File: src/rtl/irq_ctrl_pkg.sv
// Shared types and constants for the machine-level interrupt controller.
package irq_pkg;

  typedef enum logic [1:0] {
    IDLE    = 2'd0,
    REQ     = 2'd1,
    SERVICE = 2'd2
  } irq_state_e;

  localparam logic [31:0] CAUSE_MTI = 32'h8000_0007;
  localparam logic [31:0] CAUSE_MEI = 32'h8000_000B;

  localparam logic [1:0] ADDR_MTIME    = 2'd0;
  localparam logic [1:0] ADDR_MTIMECMP = 2'd1;
  localparam logic [1:0] ADDR_CTRL     = 2'd2;
  localparam logic [1:0] ADDR_STATUS   = 2'd3;

  localparam int unsigned CTRL_TIMER_EN = 0;
  localparam int unsigned CTRL_MTI_EN   = 1;
  localparam int unsigned CTRL_MEI_EN   = 2;

endpackage

File: src/rtl/irq_ctrl_if.sv
// Config bus plus trap request/acknowledge handshake between CSR unit and irq_ctrl.
interface irq_ctrl_if;
  logic        cfg_we;
  logic [1:0]  cfg_addr;
  logic [31:0] cfg_wdata;
  logic [31:0] cfg_rdata;
  logic        irq_ack;
  logic        mret;
  logic        irq_req;
  logic [31:0] cause;

  modport master (
    output cfg_we, cfg_addr, cfg_wdata, irq_ack, mret,
    input  cfg_rdata, irq_req, cause
  );

  modport slave (
    input  cfg_we, cfg_addr, cfg_wdata, irq_ack, mret,
    output cfg_rdata, irq_req, cause
  );
endinterface

File: src/rtl/irq_timer.sv
// Machine timer: prescaler, mtime/mtimecmp registers and level compare.
module irq_timer #(
  parameter int unsigned TIMER_W  = 32,
  parameter int unsigned PRESCALE = 1
) (
  input  logic        clk,
  input  logic        rst,
  input  logic        timer_en,
  input  logic        wr_mtime,
  input  logic        wr_cmp,
  input  logic [31:0] wdata,
  input  logic        rd_cmp,
  output logic [31:0] rdata,
  output logic        timer_pend
);

  localparam int unsigned PW = (PRESCALE > 1) ? $clog2(PRESCALE) : 1;

  logic [PW-1:0]      pcnt;
  logic               tick;
  logic [TIMER_W-1:0] mtime;
  logic [TIMER_W-1:0] mtimecmp;

  assign tick = timer_en && (pcnt == PW'(PRESCALE - 1));

  always_ff @(posedge clk or negedge rst) begin
    if (!rst) begin
      pcnt <= '0;
    end else if (timer_en) begin
      pcnt <= tick ? '0 : pcnt + 1'b1;
    end
  end

  // A software write to mtime takes priority over a coincident increment.
  always_ff @(posedge clk or negedge rst) begin
    if (!rst) begin
      mtime <= '0;
    end else if (wr_mtime) begin
      mtime <= wdata[TIMER_W-1:0];
    end else if (tick) begin
      mtime <= mtime + 1'b1;
    end
  end

  always_ff @(posedge clk or negedge rst) begin
    if (!rst) begin
      mtimecmp <= '1;
    end else if (wr_cmp) begin
      mtimecmp <= wdata[TIMER_W-1:0];
    end
  end

  assign timer_pend = (mtime >= mtimecmp);
  assign rdata      = rd_cmp ? 32'(mtimecmp) : 32'(mtime);

endmodule

File: src/rtl/irq_ctrl.sv
// Machine interrupt controller: ext_irq synchroniser, arbitration and trap FSM.
module irq_ctrl
  import irq_pkg::*;
#(
  parameter int unsigned TIMER_W     = 32,
  parameter int unsigned PRESCALE    = 1,
  parameter int unsigned SYNC_STAGES = 2
) (
  input  logic       clk,
  input  logic       rst,
  input  logic       ext_irq,
  input  logic       global_ie,
  irq_ctrl_if.slave  bus
);

  irq_state_e state, state_n;
  logic [31:0] cause_q, cause_n;
  logic [2:0]  ctrl;
  logic [SYNC_STAGES-1:0] sync_q;
  logic        sync_d;
  logic        ext_pend;
  logic        ext_set, ext_clr;
  logic        timer_pend;
  logic [31:0] timer_rdata;
  logic        wr_mtime, wr_cmp, wr_ctrl;
  logic        mei_qual, mti_qual;

  assign wr_mtime = bus.cfg_we && (bus.cfg_addr == ADDR_MTIME);
  assign wr_cmp   = bus.cfg_we && (bus.cfg_addr == ADDR_MTIMECMP);
  assign wr_ctrl  = bus.cfg_we && (bus.cfg_addr == ADDR_CTRL);

  irq_timer #(
    .TIMER_W  (TIMER_W),
    .PRESCALE (PRESCALE)
  ) u_timer (
    .clk        (clk),
    .rst        (rst),
    .timer_en   (ctrl[CTRL_TIMER_EN]),
    .wr_mtime   (wr_mtime),
    .wr_cmp     (wr_cmp),
    .wdata      (bus.cfg_wdata),
    .rd_cmp     (bus.cfg_addr[0]),
    .rdata      (timer_rdata),
    .timer_pend (timer_pend)
  );

  always_ff @(posedge clk or negedge rst) begin
    if (!rst) begin
      ctrl <= '0;
    end else if (wr_ctrl) begin
      ctrl <= bus.cfg_wdata[2:0];
    end
  end

  always_ff @(posedge clk or negedge rst) begin
    if (!rst) begin
      sync_q <= '0;
      sync_d <= 1'b0;
    end else begin
      sync_q <= {sync_q[SYNC_STAGES-2:0], ext_irq};
      sync_d <= sync_q[SYNC_STAGES-1];
    end
  end

  // A new edge landing on the acknowledging cycle keeps the event pending.
  assign ext_set = sync_q[SYNC_STAGES-1] && !sync_d;
  assign ext_clr = (state == REQ) && bus.irq_ack && (cause_q == CAUSE_MEI);

  always_ff @(posedge clk or negedge rst) begin
    if (!rst) begin
      ext_pend <= 1'b0;
    end else begin
      ext_pend <= ext_set || (ext_pend && !ext_clr);
    end
  end

  assign mei_qual = ext_pend   && ctrl[CTRL_MEI_EN];
  assign mti_qual = timer_pend && ctrl[CTRL_MTI_EN];

  always_ff @(posedge clk or negedge rst) begin
    if (!rst) begin
      state   <= IDLE;
      cause_q <= '0;
    end else begin
      state   <= state_n;
      cause_q <= cause_n;
    end
  end

  always_comb begin
    state_n = state;
    cause_n = cause_q;
    unique case (state)
      IDLE: begin
        if (global_ie && mei_qual) begin
          state_n = REQ;
          cause_n = CAUSE_MEI;
        end else if (global_ie && mti_qual) begin
          state_n = REQ;
          cause_n = CAUSE_MTI;
        end
      end
      REQ: begin
        if (bus.irq_ack) begin
          state_n = SERVICE;
          cause_n = '0;
        end
      end
      SERVICE: begin
        if (bus.mret) begin
          state_n = IDLE;
        end
      end
      default: begin
        state_n = IDLE;
        cause_n = '0;
      end
    endcase
  end

  assign bus.irq_req = (state == REQ);
  assign bus.cause   = cause_q;

  always_comb begin
    bus.cfg_rdata = '0;
    unique case (bus.cfg_addr)
      ADDR_MTIME, ADDR_MTIMECMP: bus.cfg_rdata = timer_rdata;
      ADDR_CTRL:                 bus.cfg_rdata = {29'd0, ctrl};
      ADDR_STATUS:               bus.cfg_rdata = {28'd0, state, ext_pend, timer_pend};
      default:                   bus.cfg_rdata = '0;
    endcase
  end

endmodule

File: src/flat_wrapper.sv
// flat-port wrapper written by rule: the top's interface ports become plain ports
module irq_ctrl_flat import irq_pkg::*;
#(
  parameter int unsigned TIMER_W     = 32,
  parameter int unsigned PRESCALE    = 1,
  parameter int unsigned SYNC_STAGES = 2
)
  (clk, rst, ext_irq, global_ie, bus_cfg_we, bus_cfg_addr, bus_cfg_wdata, bus_irq_ack, bus_mret, bus_cfg_rdata, bus_irq_req, bus_cause);
  irq_ctrl_if bus_i ();
  input  logic clk;
  input  logic rst;
  input  logic ext_irq;
  input  logic global_ie;
  input wire logic [$bits(bus_i.cfg_we)-1:0] bus_cfg_we;
  input wire logic [$bits(bus_i.cfg_addr)-1:0] bus_cfg_addr;
  input wire logic [$bits(bus_i.cfg_wdata)-1:0] bus_cfg_wdata;
  input wire logic [$bits(bus_i.irq_ack)-1:0] bus_irq_ack;
  input wire logic [$bits(bus_i.mret)-1:0] bus_mret;
  output wire logic [$bits(bus_i.cfg_rdata)-1:0] bus_cfg_rdata;
  output wire logic [$bits(bus_i.irq_req)-1:0] bus_irq_req;
  output wire logic [$bits(bus_i.cause)-1:0] bus_cause;
  assign bus_i.cfg_we = bus_cfg_we;
  assign bus_i.cfg_addr = bus_cfg_addr;
  assign bus_i.cfg_wdata = bus_cfg_wdata;
  assign bus_i.irq_ack = bus_irq_ack;
  assign bus_i.mret = bus_mret;
  assign bus_cfg_rdata = bus_i.cfg_rdata;
  assign bus_irq_req = bus_i.irq_req;
  assign bus_cause = bus_i.cause;
  irq_ctrl #(.TIMER_W(TIMER_W), .PRESCALE(PRESCALE), .SYNC_STAGES(SYNC_STAGES)) u_core (.clk(clk), .rst(rst), .ext_irq(ext_irq), .global_ie(global_ie), .bus(bus_i));
endmodule
File: config.mk
export PLATFORM = sky130hd
export DESIGN_NAME = irq_ctrl_flat
export DESIGN_NICKNAME = d
export VERILOG_FILES = /design/src/rtl/irq_ctrl_pkg.sv /design/src/rtl/irq_ctrl_if.sv /design/src/rtl/irq_timer.sv /design/src/rtl/irq_ctrl.sv /design/src/flat_wrapper.sv
export SDC_FILE = /design/constraint.sdc
export NUM_CORES = 1
export LEC_CHECK = 0
export BUFFER_PORTS_ARGS = -buffer_cell sky130_fd_sc_hd__buf_2
export CAP_MARGIN = 0
export CORE_ASPECT_RATIO = 1.1
export CORE_MARGIN = 2
export CORE_UTILIZATION = 40
export CTS_CLUSTER_SIZE = 40
export DETAILED_ROUTE_END_ITERATION = 8
export GPL_TIMING_DRIVEN = 0
export PLACE_DENSITY_LB_ADDON = 0.12
export SYNTH_ARGS = -nofsm -noshare
export SYNTH_HDL_FRONTEND = slang
export SYNTH_HIERARCHICAL = 1
export SYNTH_SLANG_ARGS = --single-unit
File: constraint.sdc
create_clock -name clk -period 5.83 [get_ports clk]
set_input_delay 0.2915 -clock clk [delete_from_list [all_inputs] [get_ports clk]]
set_output_delay 0.2915 -clock clk [all_outputs]
set_load 0.01 [all_outputs]
==> impl_metrics.env <==
export IMPL_instances_no_fill=841
export IMPL_hpwlAfterDp_um=9860
export IMPL_combPwrFrac_pct=32.2
export IMPL_nNetsFinal=753
export IMPL_die_w_um=113
export IMPL_viasPerCell=5.11
export IMPL_placementRows=43
export IMPL_netlist_area_sq_um=5200
export IMPL_dp_cells=824
export IMPL_fin_area_sq_um=6200
export IMPL_async_reset_ff_share_pct=100
export IMPL_ys_types=49
export IMPL_p_leak_nw=2.87
export IMPL_start_util_pct=41.1
export IMPL_drtIter0Drc=222
export IMPL_hold_violations=0
export IMPL_postLayoutSetupSlackWorst_ns=2.02
export IMPL_synth_most_common_cell="nand2_1"
export IMPL_firstDrtPassIters=5
export IMPL_clk_pin_slew_ns=0.06
export IMPL_cellPowerDensity_nw_per_um2=321
export IMPL_worstMarginPinSlew_ns=1.02
export IMPL_cp_end_kind="output port"
export IMPL_place_ws_ns=2.36
export IMPL_max_cap_viol_count=0
export IMPL_yosysTopAreaCell="dfrtp_1"
export IMPL_ios=106
export IMPL_ys_top_cells_by_count="79 x nand2_1, 59 x o21ai_0, 45 x dfrtp_1"
export IMPL_track_usage_pct=19.5
export IMPL_fillCellCount=1223
export IMPL_synth_enable_flop_cells=0
export IMPL_die_y_um=124
export IMPL_final_setup_tns_ns=0
export IMPL_drtAntennaViolNets=0
export IMPL_max_freq_mhz=263
export IMPL_timing_final_crit_share_pct=65.3
export IMPL_numCtsBuffers=9
export IMPL_hold_ws_ns=0.0597
export IMPL_slew_viol_final=0
export IMPL_required_ns=5.54
export IMPL_core_area_sq_um=12600
export IMPL_antenna_found_initial=0
export IMPL_startpoint_type="flip-flop"
export IMPL_port_buffer_count=77
export IMPL_power_internal_mw=1.31
export IMPL_drc_errors=0
export IMPL_cts_sinks=77
export IMPL_clk_latency_ns=0.33
export IMPL_ys_top_cells_by_area="dfrtp_1 22%, dfstp_2 16%, ha_1 7.9%"
export IMPL_grt_ovfl_total=0
export IMPL_slew_headroom_pct=30.0
export IMPL_multiInputGateArea_sq_um=2850
export IMPL_ys_ff_latch=77
export IMPL_syn_avg_cell_area_sq_um=9.24
export IMPL_ir_drop_mv=0.165
export IMPL_ys_seq_area_share_pct=37.8
export IMPL_grt_pass1_wl_um=21200
export IMPL_area_growth_pct=19.3
export IMPL_min_period_ns=3.81
export IMPL_fp_dieArea_sq_um=13900
export IMPL_critPathKind="flip-flop to output port"
export IMPL_num_vias=4297
export IMPL_dpl_cell_area_sq_um=5910
export IMPL_synth_top_cell_area_share_pct=21.7
export IMPL_swShare_pct=34.5
export IMPL_synthCells=563
export IMPL_cts_tree="done"
export IMPL_hold_path_class="input pin to flip-flop"
export IMPL_yosys_warnings=6
export IMPL_fin_skew_ns=0.00384
export IMPL_num_antenna_cells=0
export IMPL_setup_violations_final=0
export IMPL_grt_pass1_vias=4261
export IMPL_cts_buffer_depth=2
export IMPL_rsz0062_at_grt="no"
export IMPL_power_frac_seq_pct=40.8
export IMPL_postCtsSetupBuffers=0
export IMPL_path_max_fanout=3
export IMPL_grt_max_degree=59
export IMPL_synth_ff_type="dfrtp_1"
export IMPL_avgRoutedWirePerCell_um=16.0
export IMPL_root_buffer="clkbuf_16"
export IMPL_layout_drive_gt1_share_pct=30.0
export IMPL_totalWireLength_um=13500
export IMPL_htreeDepth=3
export IMPL_status="completed"
export IMPL_clock_power_share_pct=27.0
export IMPL_arrival_ns=3.52
export IMPL_gp_congestion=0.826
export IMPL_p_sw_mw=0.687
export IMPL_regArea_sq_um=1970
## flip-flops by register name, indices dropped and copies added, names as in the netlist
register                 cells
u_core/u_timer/mtime        32
u_core/u_timer/mtimecmp     32
u_core/bus.cause             3
u_core/ctrl                  3
u_core/state                 2
u_core/sync_q                2
u_core/ext_pend              1
u_core/sync_d                1
u_core/u_timer/pcnt          1
## logic make-up (layout without fill, tap and decap cells)
| kind of cell | Yosys count | in the layout | synth area share (%) |
|---|---|---|---|
| xor+xnor | 31 | 31 | 5.22 |
| simple gates | 189 | 189 | 20.4 |
| compound gates | 102 | 102 | 11.0 |
| fa+ha+maj | 33 | 33 | 7.94 |
| flops | 77 | 77 | 37.8 |
| buf+inv | 91 | 186 | 9.24 |
| other cells | 1 | 27 | 0.0721 |
| mux | 39 | 39 | 8.35 |
## area by class of cell
cell class	instances	area share, %
buffer	55	5.57
clock buffer	15	4.48
clock inverter	1	0.0807
inverter	36	2.18
multi-input combinational	421	46.0
sequential	77	31.7
tap	157	3.17
timing repair buffer	79	6.86
## critical path: stages, from the launching register on
cell       delay, ns
dfstp_2         0.52
inv_1           0.05
ha_1            0.28
a21o_1          0.18
a31oi_1         0.15
o21ai_0         0.16
a2111oi_0       0.91
o21ai_0         0.46
mux2i_1         0.24
a21oi_1         0.09
buf_2           0.14
## layout by cell type, fill, tap and decap left out, drive strengths merged, types with 3 or more instances in the layout
| cell | n |
|---|---|
| nand3 | 16 |
| nor2 | 11 |
| conb | 27 |
| and4 | 5 |
| nor3 | 3 |
| clkbuf | 34 |
| a21oi | 14 |
| ha | 33 |
| nand4 | 21 |
| inv | 36 |
| buf | 114 |
| xnor2 | 5 |
| nor2b | 33 |
| mux2 | 35 |
| dfstp | 32 |
| nand2 | 79 |
| o21ai | 71 |
| xor2 | 26 |
| nand4b | 3 |
| mux2i | 4 |
| nor3b | 3 |
| and3 | 6 |
| a21o | 5 |
| dfrtp | 45 |
## final timing paths
check / start / end / slack, ns / depth (start not counted)
setup reg to reg: u_core/u_timer/mtimecmp[2] / u_core/bus.cause[1] / 2.59 / 10
hold reg to reg: u_core/sync_q[0] / u_core/sync_q[1] / 0.36 / 0
min in group asynchronous: rst / u_core/u_timer/mtime[26] / 0.39 / 2
hold / removal: ext_irq / u_core/sync_q[0] / 0.06 / 1
setup / recovery: u_core/u_timer/mtimecmp[2] / bus_cfg_rdata[0] / 2.02 / 10
max in group asynchronous: rst / u_core/u_timer/mtimecmp[6] / 4.81 / 3
## per-layer routing
layer | track usage [%] | part of all wire, % | up-vias
met5 | 0 | 0 | -
met4 | 8.23 | 1.8 | 0
met3 | 2.24 | 4.8 | 15
met2 | 33.1 | 49 | 128
met1 | 25.4 | 45 | 2041
li1 | - | - | 2113
## through the flow
step	util (%)	power, mW
2_1_floorplan	-	1.24
3_3_place_gp	46.5	1.44
3_5_place_dp	46.7	1.46
4_1_cts	49.1	2.01
5_1_grt	49.1	2.13
6_report	49.1	1.99
## power groups by stage
stage / sequential [mW] / combinational, mW / clock, mW
2_1_floorplan: 0.784 / 0.454 / 0
3_3_place_gp: 0.813 / 0.623 / 0
3_5_place_dp: 0.819 / 0.643 / 0
4_1_cts: 0.811 / 0.648 / 0.551
5_1_grt: 0.834 / 0.724 / 0.574
6_report: 0.812 / 0.641 / 0.538
## timing repair
action / in CTS / in global routing
hold buffers: 1 / 0
hold endpoints to repair: 5 / 0
gates resized for setup: 0 / 0
Note: power is estimated with default switching activity, not from simulation.
